### config.mk
export PLATFORM = sky130hd
export DESIGN_NAME = tx_deframer
export DESIGN_NICKNAME = d
export VERILOG_FILES = /design/src/rtl/tx_deframer.sv
export SDC_FILE = /design/constraint.sdc
export NUM_CORES = 1
export LEC_CHECK = 0
export CELL_PAD_IN_SITES_DETAIL_PLACEMENT = 1
export CELL_PAD_IN_SITES_GLOBAL_PLACEMENT = 1
export CORE_MARGIN = 2
export CORE_UTILIZATION = 43
export CTS_CLUSTER_SIZE = 24
export DETAILED_ROUTE_END_ITERATION = 7
export GPL_TIMING_DRIVEN = 0
export PLACE_DENSITY_LB_ADDON = 0.3
export SLEW_MARGIN = 20
export SYNTH_ARGS = -nofsm -noshare
export SYNTH_HDL_FRONTEND = slang
export SYNTH_SLANG_ARGS = --single-unit
### constraint.sdc
create_clock -name clk -period 3.5 [get_ports clk]
set_clock_uncertainty 0.1 [all_clocks]
set_input_delay 0.35 -clock clk [delete_from_list [all_inputs] [get_ports clk]]
set_output_delay 0.35 -clock clk [all_outputs]
set_load 0.1 [all_outputs]
### src/rtl/tx_deframer.sv
// tx_deframer: pulls 3-byte frames {header, MSB, LSB} out of an upstream FIFO,
// checks the header sync nibble, and presents the reassembled 16-bit word plus
// its channel index on a hold-until-accepted output. Bad headers are skipped
// one byte at a time; a frame that stalls too long mid-way is abandoned.
module tx_deframer #(
  parameter logic [3:0]  SYNC    = 4'hA,
  parameter int unsigned TIMEOUT = 1024
) (
  input  logic        clk,
  input  logic        rst_n,
  input  logic [7:0]  rdata,
  input  logic        rempty,
  output logic        rinc,
  output logic [15:0] out_data,
  output logic [1:0]  out_chan,
  output logic        out_avail,
  input  logic        out_accept,
  output logic        sync_err,
  output logic [7:0]  err_count
);

  localparam logic [15:0] LP_TIMEOUT = 16'(TIMEOUT);

  typedef enum logic [1:0] {
    S_HDR  = 2'd0,
    S_MSB  = 2'd1,
    S_LSB  = 2'd2,
    S_HOLD = 2'd3
  } state_t;

  state_t      r_state;
  state_t      w_stateNext;

  logic [1:0]  r_rstSync;
  logic        w_ready;

  logic [15:0] r_tcnt;
  logic [15:0] w_tcntNext;
  logic [15:0] w_tcntInc;

  logic [1:0]  r_hdrChan;
  logic [7:0]  r_msb;
  logic [15:0] r_outData;
  logic [1:0]  r_outChan;
  logic        r_outAvail;
  logic        w_availNext;
  logic        r_syncErr;
  logic [7:0]  r_errCount;

  logic        w_pop;
  logic        w_hdrOk;
  logic        w_idle;
  logic        w_expired;
  logic        w_errEvent;
  logic        w_latchChan;
  logic        w_latchMsb;
  logic        w_loadOut;

  // Reset release is retimed through two flops so the FSM starts on a clean edge
  always_ff @(posedge clk or negedge rst_n) begin
    if (!rst_n) begin
      r_rstSync <= 2'b00;
    end else begin
      r_rstSync <= {r_rstSync[0], 1'b1};
    end
  end

  assign w_ready = r_rstSync[1];

  // A byte is popped whenever one is available and the FSM is not holding a word
  assign w_pop     = w_ready && !rempty && (r_state != S_HOLD);
  assign rinc      = w_pop;
  assign w_hdrOk   = (rdata[7:4] == SYNC) && (rdata[3:2] == 2'b00);
  assign w_idle    = w_ready && rempty;
  assign w_tcntInc = r_tcnt + 16'd1;
  assign w_expired = (w_tcntInc == LP_TIMEOUT);

  // Next-state, timeout counter and datapath load strobes
  always_comb begin
    w_stateNext = r_state;
    w_tcntNext  = r_tcnt;
    w_availNext = r_outAvail;
    w_errEvent  = 1'b0;
    w_latchChan = 1'b0;
    w_latchMsb  = 1'b0;
    w_loadOut   = 1'b0;
    case (r_state)
      S_HDR: begin
        w_tcntNext = 16'd0;
        if (w_pop) begin
          if (w_hdrOk) begin
            w_latchChan = 1'b1;
            w_stateNext = S_MSB;
          end else begin
            w_errEvent = 1'b1;
          end
        end
      end
      S_MSB: begin
        if (w_pop) begin
          w_latchMsb  = 1'b1;
          w_tcntNext  = 16'd0;
          w_stateNext = S_LSB;
        end else if (w_idle) begin
          if (w_expired) begin
            w_errEvent  = 1'b1;
            w_tcntNext  = 16'd0;
            w_stateNext = S_HDR;
          end else begin
            w_tcntNext = w_tcntInc;
          end
        end
      end
      S_LSB: begin
        if (w_pop) begin
          w_loadOut   = 1'b1;
          w_availNext = 1'b1;
          w_tcntNext  = 16'd0;
          w_stateNext = S_HOLD;
        end else if (w_idle) begin
          if (w_expired) begin
            w_errEvent  = 1'b1;
            w_tcntNext  = 16'd0;
            w_stateNext = S_HDR;
          end else begin
            w_tcntNext = w_tcntInc;
          end
        end
      end
      S_HOLD: begin
        w_tcntNext = 16'd0;
        if (out_accept) begin
          w_availNext = 1'b0;
          w_stateNext = S_HDR;
        end
      end
      default: begin
        w_stateNext = S_HDR;
        w_availNext = 1'b0;
        w_tcntNext  = 16'd0;
      end
    endcase
  end

  // FSM state and timeout counter registers
  always_ff @(posedge clk or negedge rst_n) begin
    if (!rst_n) begin
      r_state <= S_HDR;
      r_tcnt  <= 16'd0;
    end else begin
      r_state <= w_stateNext;
      r_tcnt  <= w_tcntNext;
    end
  end

  // Frame field capture; the output word only changes when a full frame lands
  always_ff @(posedge clk or negedge rst_n) begin
    if (!rst_n) begin
      r_hdrChan  <= 2'b00;
      r_msb      <= 8'h00;
      r_outData  <= 16'h0000;
      r_outChan  <= 2'b00;
      r_outAvail <= 1'b0;
    end else begin
      if (w_latchChan) begin
        r_hdrChan <= rdata[1:0];
      end
      if (w_latchMsb) begin
        r_msb <= rdata;
      end
      if (w_loadOut) begin
        r_outData <= {r_msb, rdata};
        r_outChan <= r_hdrChan;
      end
      r_outAvail <= w_availNext;
    end
  end

  // Error pulse and saturating error counter
  always_ff @(posedge clk or negedge rst_n) begin
    if (!rst_n) begin
      r_syncErr  <= 1'b0;
      r_errCount <= 8'h00;
    end else begin
      r_syncErr <= w_errEvent;
      if (w_errEvent && (r_errCount != 8'hFF)) begin
        r_errCount <= r_errCount + 8'd1;
      end
    end
  end

  assign out_data  = r_outData;
  assign out_chan  = r_outChan;
  assign out_avail = r_outAvail;
  assign sync_err  = r_syncErr;
  assign err_count = r_errCount;

endmodule
### After elaboration in Yosys (flattened, before gate mapping)

Cells that the tools add are included.

| word-level totals | value |
|---|---|
| logic and storage cells | 64 |
| bits in registers | 58 |
| input port bits | 12 |
| output and inout port bits | 29 |

| operators by class | value |
|---|---|
| add/subtract/negate cells | 2 |
| multiplexer cells | 27 |
| equal/unequal tests | 12 |
| reductions and logical operators | 13 |

Operators with widths:

| kind | number |
|---|---|
| $mux 16 | 3 |
| $pmux 16 s2 | 1 |
| $add 16x1->16 const B | 1 |
| $eq 16x11->1 const B | 1 |
| $mux 2 | 7 |
| $mux 1 | 13 |
| $ne 2x2->1 const B | 5 |
| $add 8x1->8 const B | 1 |
| $ne 8x8->1 const B | 1 |
| $pmux 2 s4 | 1 |
| $reduce_and 3->1 | 2 |
| $logic_and 1x1->1 | 5 |
| $eq 2x2->1 const B | 2 |
| $eq 4x4->1 const B | 1 |
| $logic_not 2->1 | 2 |
| $pmux 1 s2 | 2 |
| $reduce_or 2->1 | 2 |
| $ne 3x1->1 const B | 1 |
| $eq 2x1->1 const B | 1 |
| $reduce_bool 2->1 | 1 |
| $logic_not 1->1 | 1 |

### Longest topological paths before layout

Gate-level depths: netlist (run 1).

| depth | value |
|---|---|
| depth in word-level cells | 7 |
| mapped depth | 10 |

### Least setup slack after synthesis (run 1)

No wires, ideal clock.

| timing path | value |
|---|---|
| kind | register to register |
| start | register r_state[0] |
| end | register r_errCount[1] (netlist: err_count[1]) |
| required time | 3.272 ns |
| slack | 0.947 ns |
| path buffers | 0 |
| arrival time | 2.324 ns |
| library setup time | 0.128 ns |
| cell stages (with the launch flop) | 9 |
| period minus slack after synthesis | 2.553 ns |
| cell sequence | dfrtp_1 ha_1 nor2_1 nand2_1 inv_1 nand3_1 o21ai_2 nand2_1 mux2_1 |

| on the way | value |
|---|---|
| word-level cells in the longest chain between the ends | 5 |
| elaborated cells on any way between the ends | 10 |
| those cells by class | eq/ne: 3; mux: 3; reduce/logical: 4 |

RTL lines:

| what | line | text |
|---|---|---|
| from (decl) | 31 | `state_t r_state;` |
| from (signal assigned) | 151 | `r_state <= w_stateNext;` |
| $ne 2x2->1 (*) | 71 | `assign w_pop = w_ready && !rempty && (r_state != S_HOLD);` |
| $logic_and 1x1->1 (*) | 71 |  |
| net rinc | 13 | `output logic rinc,` |
| $mux 1, on equally long branches | 100, 90 |  |
| $pmux 1 s2 (*) | 87 | `case (r_state)` |
| $logic_and 1x1->1 (*) | 186 | `if (w_errEvent && (r_errCount != 8'hFF)) begin` |
| to (signal assigned) | 187 | `r_errCount <= r_errCount + 8'd1;` |
| to (decl) | 48 | `logic [7:0] r_errCount;` |

The timed path passes the listed nets; every way through them passes the cells marked *.
A chain may end at the register's enable or synchronous reset.

### Final worst setup path (run 1)

| timing path | value |
|---|---|
| start | register r_state[0] |
| end | output rinc |

| on the way | value |
|---|---|
| word-level cells in the longest chain between the ends | 2 |

RTL lines:

| what | line |
|---|---|
| $ne 2x2->1 | 71 |
| $logic_and 1x1->1 | 71 |
| to (decl) | 13 |

Every way passes these cells.

==> results.md, run 1 <==
* Drt drc at 0
* Clock Latency Late Sink at 340 ps
* Post-Syn Nets at 276
* CTS tree: built
* Clk buf depth at 2
* Max-cap violation count at 0
* I/O pin total at 41
* Async SR Flop Fraction at 100%
* Fin Setup TNS at 0 ps
* Setup WS pre-CTS at 494 ps
* Post-synth top flop: dfrtp_1
* Achievable Freq at 0.317 GHz
* Met3 wire length at 265 um
* Std cell rows at 29
* Vias per std cell at 5.57
* Top cells by count, synth: dfrtp_1, mux2_2, nand2_1
* DRT iter0 DRCs at 110
* CTS H-tree depth at 3
* Placer Congestion at 0.753
* Count leader, synth: dfrtp_1
* CP Capture Type: primary output
* Number of global-route vias before repair at 2,328
* Final setup violation count at 0
* Share of layout cells above drive strength 1 at 18.4%
* Die X at 85.1 um
* DR top layer: met4
* Port Buffer Count at 40
* Final WL at 6.62 mm
* CTS root buffer: clkbuf_8
* Worst Slack Setup Final at 342 ps
* WL per Instance at 16.8 um
* Fin crit share at 90.2%
* Crit-path max FO at 6
* Seq cells post-synth at 58
* Via Count at 2,189
* Largest net degree at the start of global routing at 38
* Tot GR Track Use at 20.4%
* Post-cts sizing count at 0
* Avg Cell Area, Syn at 11.0 um^2
* Critical path launch point type: register
* P per Cell Area at 950 nW/um^2
* Critical R2R Launch: r_tcnt[10]
* Outcome: finished clean
* Register area share after synthesis at 51.3%
* Maximum VDD drop at 682 uV
* First-pass GRT wire length at 11.6 mm
* DRT Pass-1 Iters at 5
* Num CTS Buffers at 9
* Nets at 329
* Antenna violations before repair at 0
* Starting utilization of the core area at 44.5%
* Distinct cells, synth at 46
* # clock sinks at 58
* Yosys warns at 0
* Met2 wire length at 3.23 mm
* WP data arrival at 2710 ps
* Inserted Diodes at 0
* Remaining global-route overflow at 0
* Worst EP required at 3050 ps
* Clock Pin Slew Worst Setup and Hold Paths at 70 ps
* RSZ-0062 raised after global routing: false
* Final worst path period need at 3160 ps
* Leak at 1.52 nW
* Core Footprint at 6350 um^2
* Pins over their slew limit at 0
* CP Class: reg -> out
* Tot Pwr at 3.37 mW
* Synth Cell Area at 2830 um^2
* Top cell type's share of synthesized area at 51.3%
* Yosys top cell by area: dfrtp_1
* CP startpoint: r_state[0]
* Die span in y at 85.1 um
* Top cells by area, synth: dfrtp_1, mux2_2, xnor2_1
* Met1 wire length at 3.01 mm
* EDFF count, synth at 0
* Gate Count Post-Synth at 258
* Hold wc startpoint: r_rstSync[0]
* Die area at 7240 um^2
* Final hold vios at 0
* Hpwl dp at 4.67 mm
* Area growth syn-to-layout at 25.4%
* Antenna-violating nets left at 0
* Hold Path Class: reg -> reg
* Worst relative slew slack at 33.8%
* Worst-Margin Slew at 990 ps
==> power by group <==
| part | switching (mW) | internal (mW) |
|---|---|---|
| clock | 0.273 | 0.346 |
| sequential | 0.125 | 0.866 |
| combinational | 1.29 | 0.467 |
| total | 1.69 | 1.68 |
==> cell type report <==
type,count,area [um^2]
plain buffers,11,61.3
clock buffers,11,141
clock inverters,5,53.8
fillers,696,2800
inverters,7,26.3
multi-input cells,182,1290
flip-flops and latches,58,1450
well taps,77,96.3
repair buffers,42,428
==> kinds of logic (layout without fill, tap and decap cells) <==
kind of cell | count (synthesis) | in the layout | synth area share, %
compound gates | 47 | 47 | 10.6
xor+xnor | 11 | 11 | 3.41
fa+ha+maj | 6 | 6 | 2.65
buf+inv | 18 | 76 | 3.10
flops | 58 | 58 | 51.3
mux | 31 | 31 | 12.3
other cells | 1 | 1 | 0.133
simple gates | 86 | 86 | 16.5
==> metal layers <==
layer  vias up  track usage, %
met5         -               0
li1       1043               -
met1      1084            26.5
met2        50            32.7
met4         0            8.08
met3        12            5.35
==> per-stage QoR <==
step,hold WS [ps],instances,area (um^2),utilization [%]
floorplan,-45.6,258,2830,-
global placement,232,375,3320,52.4
detailed placement,166,376,3340,52.6
CTS,251,393,3550,55.9
global route,284,393,3550,55.9
finish,251,393,3550,55.9
==> registers in the layout, summed over array words and instances, names as in the netlist <==
| register | flops |
|---|---|
| r_tcnt | 16 |
| r_hdrChan | 2 |
| out_data | 16 |
| r_state | 2 |
| r_msb | 8 |
| r_rstSync | 2 |
| sync_err | 1 |
| out_avail | 1 |
| out_chan | 2 |
| err_count | 8 |
==> placed cells by master (no fill, tap or decap), types with 5 or more instances in the layout <==
master / netlist / final
ha_1: 6 / 6
and3_1: 7 / 7
o21ai_0: 10 / 10
clkbuf_8: 0 / 10
mux2_2: 29 / 29
nor2_1: 13 / 13
clkbuf_1: 8 / 9
xnor2_1: 10 / 10
clkdlybuf4s50_1: 0 / 39
nor3_1: 5 / 5
nand2_1: 22 / 22
nand3_1: 14 / 14
dfrtp_1: 58 / 58
nand4_1: 7 / 7
a21oi_1: 9 / 9
a31oi_1: 8 / 8
inv_1: 7 / 7
==> path summary, 6_finish.rpt <==
path                                 to  slack [ps]  cells after the start
setup / recovery                   rinc         340                      5
hold / removal             r_rstSync[1]         250                      0
setup reg to reg           err_count[1]         620                      8
hold reg to reg            r_rstSync[1]         250                      0
max in group asynchronous    r_state[0]        2450                      3
min in group asynchronous    r_tcnt[11]         360                      2
==> repair_timing <==
action | CTS | global route
endpoints found under the hold margin | 21 | 0
setup buffers | 0 | 0
hold buffers | 1 | 0
==> critical path: stages, from the launching register on <==
cell and delay, ps:
dfrtp_1 440, ha_1 290, nor2_1 180, nand2_1 160, inv_1 160, clkdlybuf4s50_1 1150
Power figures use the tool's default switching activity.
==> run 2: changes to the inputs <==
--- a/config.mk
+++ b/config.mk
@@ -5,10 +5,8 @@
 export SDC_FILE = /design/constraint.sdc
 export NUM_CORES = 1
 export LEC_CHECK = 0
-export CELL_PAD_IN_SITES_DETAIL_PLACEMENT = 1
-export CELL_PAD_IN_SITES_GLOBAL_PLACEMENT = 1
 export CORE_MARGIN = 2
-export CORE_UTILIZATION = 43
+export CORE_UTILIZATION = 54
 export CTS_CLUSTER_SIZE = 24
 export DETAILED_ROUTE_END_ITERATION = 7
 export GPL_TIMING_DRIVEN = 0
==> run 2 against run 1 <==
Against the previous run:
- clock-buffer cell count is the same
- critical endpoint unchanged
- clock power shrank 2%
- highest routed layer unchanged
- critical path depth is the same
- maximum frequency shrank 0.56%
- largest power group unchanged
==> results.md, run 2 (synthesized netlist as in run 1, its figures left out) <==
* Achievable Freq at 0.315 GHz
* Share of layout cells above drive strength 1 at 18.1%
* WL per Instance at 15.2 um
* Clock power share at 18.1%
* Die span in y at 76.4 um
* Vias per std cell at 5.57
* Critical path launch point type: register
* Final Instance Area at 3520 um^2
* Number of global-route vias before repair at 2,067
* Worst EP required at 3050 ps
* Worst path top cell family by delay: buffers and inverters
* Placed instance area at 3310 um^2
* Hold Slack at 258 ps
* Core Footprint at 5070 um^2
* Fin crit share at 90.7%
* Most common cell after layout, fill and taps aside: dfrtp_1
* Port Buffer Count at 40
* Tot GR Track Use at 20.9%
* Clock Pin Slew Worst Setup and Hold Paths at 70 ps
* Max-cap violation count at 0
* Fin Setup TNS at 0 ps
* Inserted Diodes at 0
* Most frequent cells in the layout: dfrtp_1, clkdlybuf4s50_1, mux2_2
* Hpwl dp at 4.05 mm
* I/O pin total at 41
* CP Capture Type: primary output
* Sw power at 1.68 mW
* Crit-path max FO at 6
* Placer Congestion at 0.852
* Slowest cell on crit path: clkdlybuf4s50_1
* CP Class: reg -> out
* Std cell rows at 26
* DRT iter0 DRCs at 103
* Hold Path Class: reg -> reg
* Final core utilization at 69.3%
* Leak at 1.51 nW
* Final cell count without fillers at 385
* Clock Latency Late Sink at 330 ps
* Die area at 5830 um^2
* Remaining global-route overflow at 0
* CTS root buffer: clkbuf_8
* CTS H-tree depth at 3
* Maximum VDD drop at 614 uV
* RSZ-0062 raised after global routing: false
* Final setup violation count at 0
* Outcome: finished clean
* Antenna-violating nets left at 0
* Worst-Margin Slew at 997 ps
* Worst path max stage delay at 1160 ps
* Final WL at 5.85 mm
* CP Cell Sequence: ha_1 -> nor2_1 -> nand2_1 -> inv_1 -> clkdlybuf4s50_1
* Clk buf depth at 2
* Crit path buffers/inverters at 2
* Internal at 1.67 mW
* DRT Pass-1 Iters at 4
* Sequential share of power at 29.6%
* Largest net degree at the start of global routing at 59
* # clock sinks at 58
* Comb pwr share at 52.3%
* Die X at 76.4 um
* Final worst path period need at 3180 ps
* WP data arrival at 2730 ps
* CTS tree: built
* Sw Share at 50.0%
* Via Count at 2,146
* Placed cell count at 368
* Worst relative slew slack at 33.3%
* Starting utilization of the core area at 55.7%
* First-pass GRT wire length at 9.60 mm
* Num CTS Buffers at 9
* Antenna violations before repair at 0
* Pins over their slew limit at 0
* Final hold vios at 0
* Nets at 328
* Drt drc at 0
* Area growth syn-to-layout at 24.4%
* P per Cell Area at 952 nW/um^2
==> run 2: final cells by class <==
| type | instances | area [um^2] |
|---|---|---|
| inverters | 7 | 26.3 |
| plain buffers | 11 | 61.3 |
| multi-input cells | 182 | 1290 |
| fillers | 423 | 1560 |
| clock buffers | 11 | 141 |
| repair buffers | 41 | 408 |
| flip-flops and latches | 58 | 1450 |
| well taps | 70 | 87.6 |
| clock inverters | 5 | 53.8 |
==> run 2: what timing repair did <==
item,in CTS,in global routing
hold buffers,1,0
setup buffers,0,0
resized for setup,0,0
hold endpoints to repair,8,0
==> run 2: routing by layer <==
metal | share of wire (%) | up-vias | global-route usage [%]
li1 | - | 1033 | -
met2 | 48 | 47 | 33.9
met4 | 1.4 | 0 | 10.4
met1 | 47 | 1056 | 27.1
met5 | 0 | - | 0
met3 | 3.3 | 10 | 4.03
==> run 2: final timing paths <==
path / depth (start not counted) / end / slack, ps / startpoint
worst min-delay path: 0 / r_rstSync[1] / 260 / r_rstSync[0]
worst max-delay path: 5 / rinc / 320 / r_state[0]
min in group asynchronous: 2 / r_tcnt[9] / 530 / rst_n
max in group asynchronous: 2 / r_tcnt[7] / 2280 / rst_n
worst max register to register: 8 / err_count[1] / 710 / r_tcnt[10]
worst min register to register: 0 / r_rstSync[1] / 260 / r_rstSync[0]
==> run 2: metrics by stage <==
stage | total power, mW | setup slack [ps]
detailed placement | 2.76 | 513
finish | 3.35 | 324
global route | 3.48 | 250
floorplan | 2.33 | 947
global placement | 2.72 | 174
CTS | 3.37 | 329
==> run 2: power groups by stage <==
stage	combinational [mW]	clock, mW	sequential, mW
floorplan	0.387	0	1.95
global placement	1.73	0	0.990
detailed placement	1.76	0	1.00
CTS	1.76	0.615	0.992
global route	1.82	0.638	1.02
finish	1.75	0.607	0.991
==> run 3: changes to the inputs <==
--- a/config.mk
+++ b/config.mk
@@ -5,6 +5,7 @@
 export SDC_FILE = /design/constraint.sdc
 export NUM_CORES = 1
 export LEC_CHECK = 0
+export CAP_MARGIN = 20
 export CORE_MARGIN = 2
 export CORE_UTILIZATION = 54
 export CTS_CLUSTER_SIZE = 24
==> results of run 3 <==
No change in the layout: final DEF, timing and power equal those of run 2.
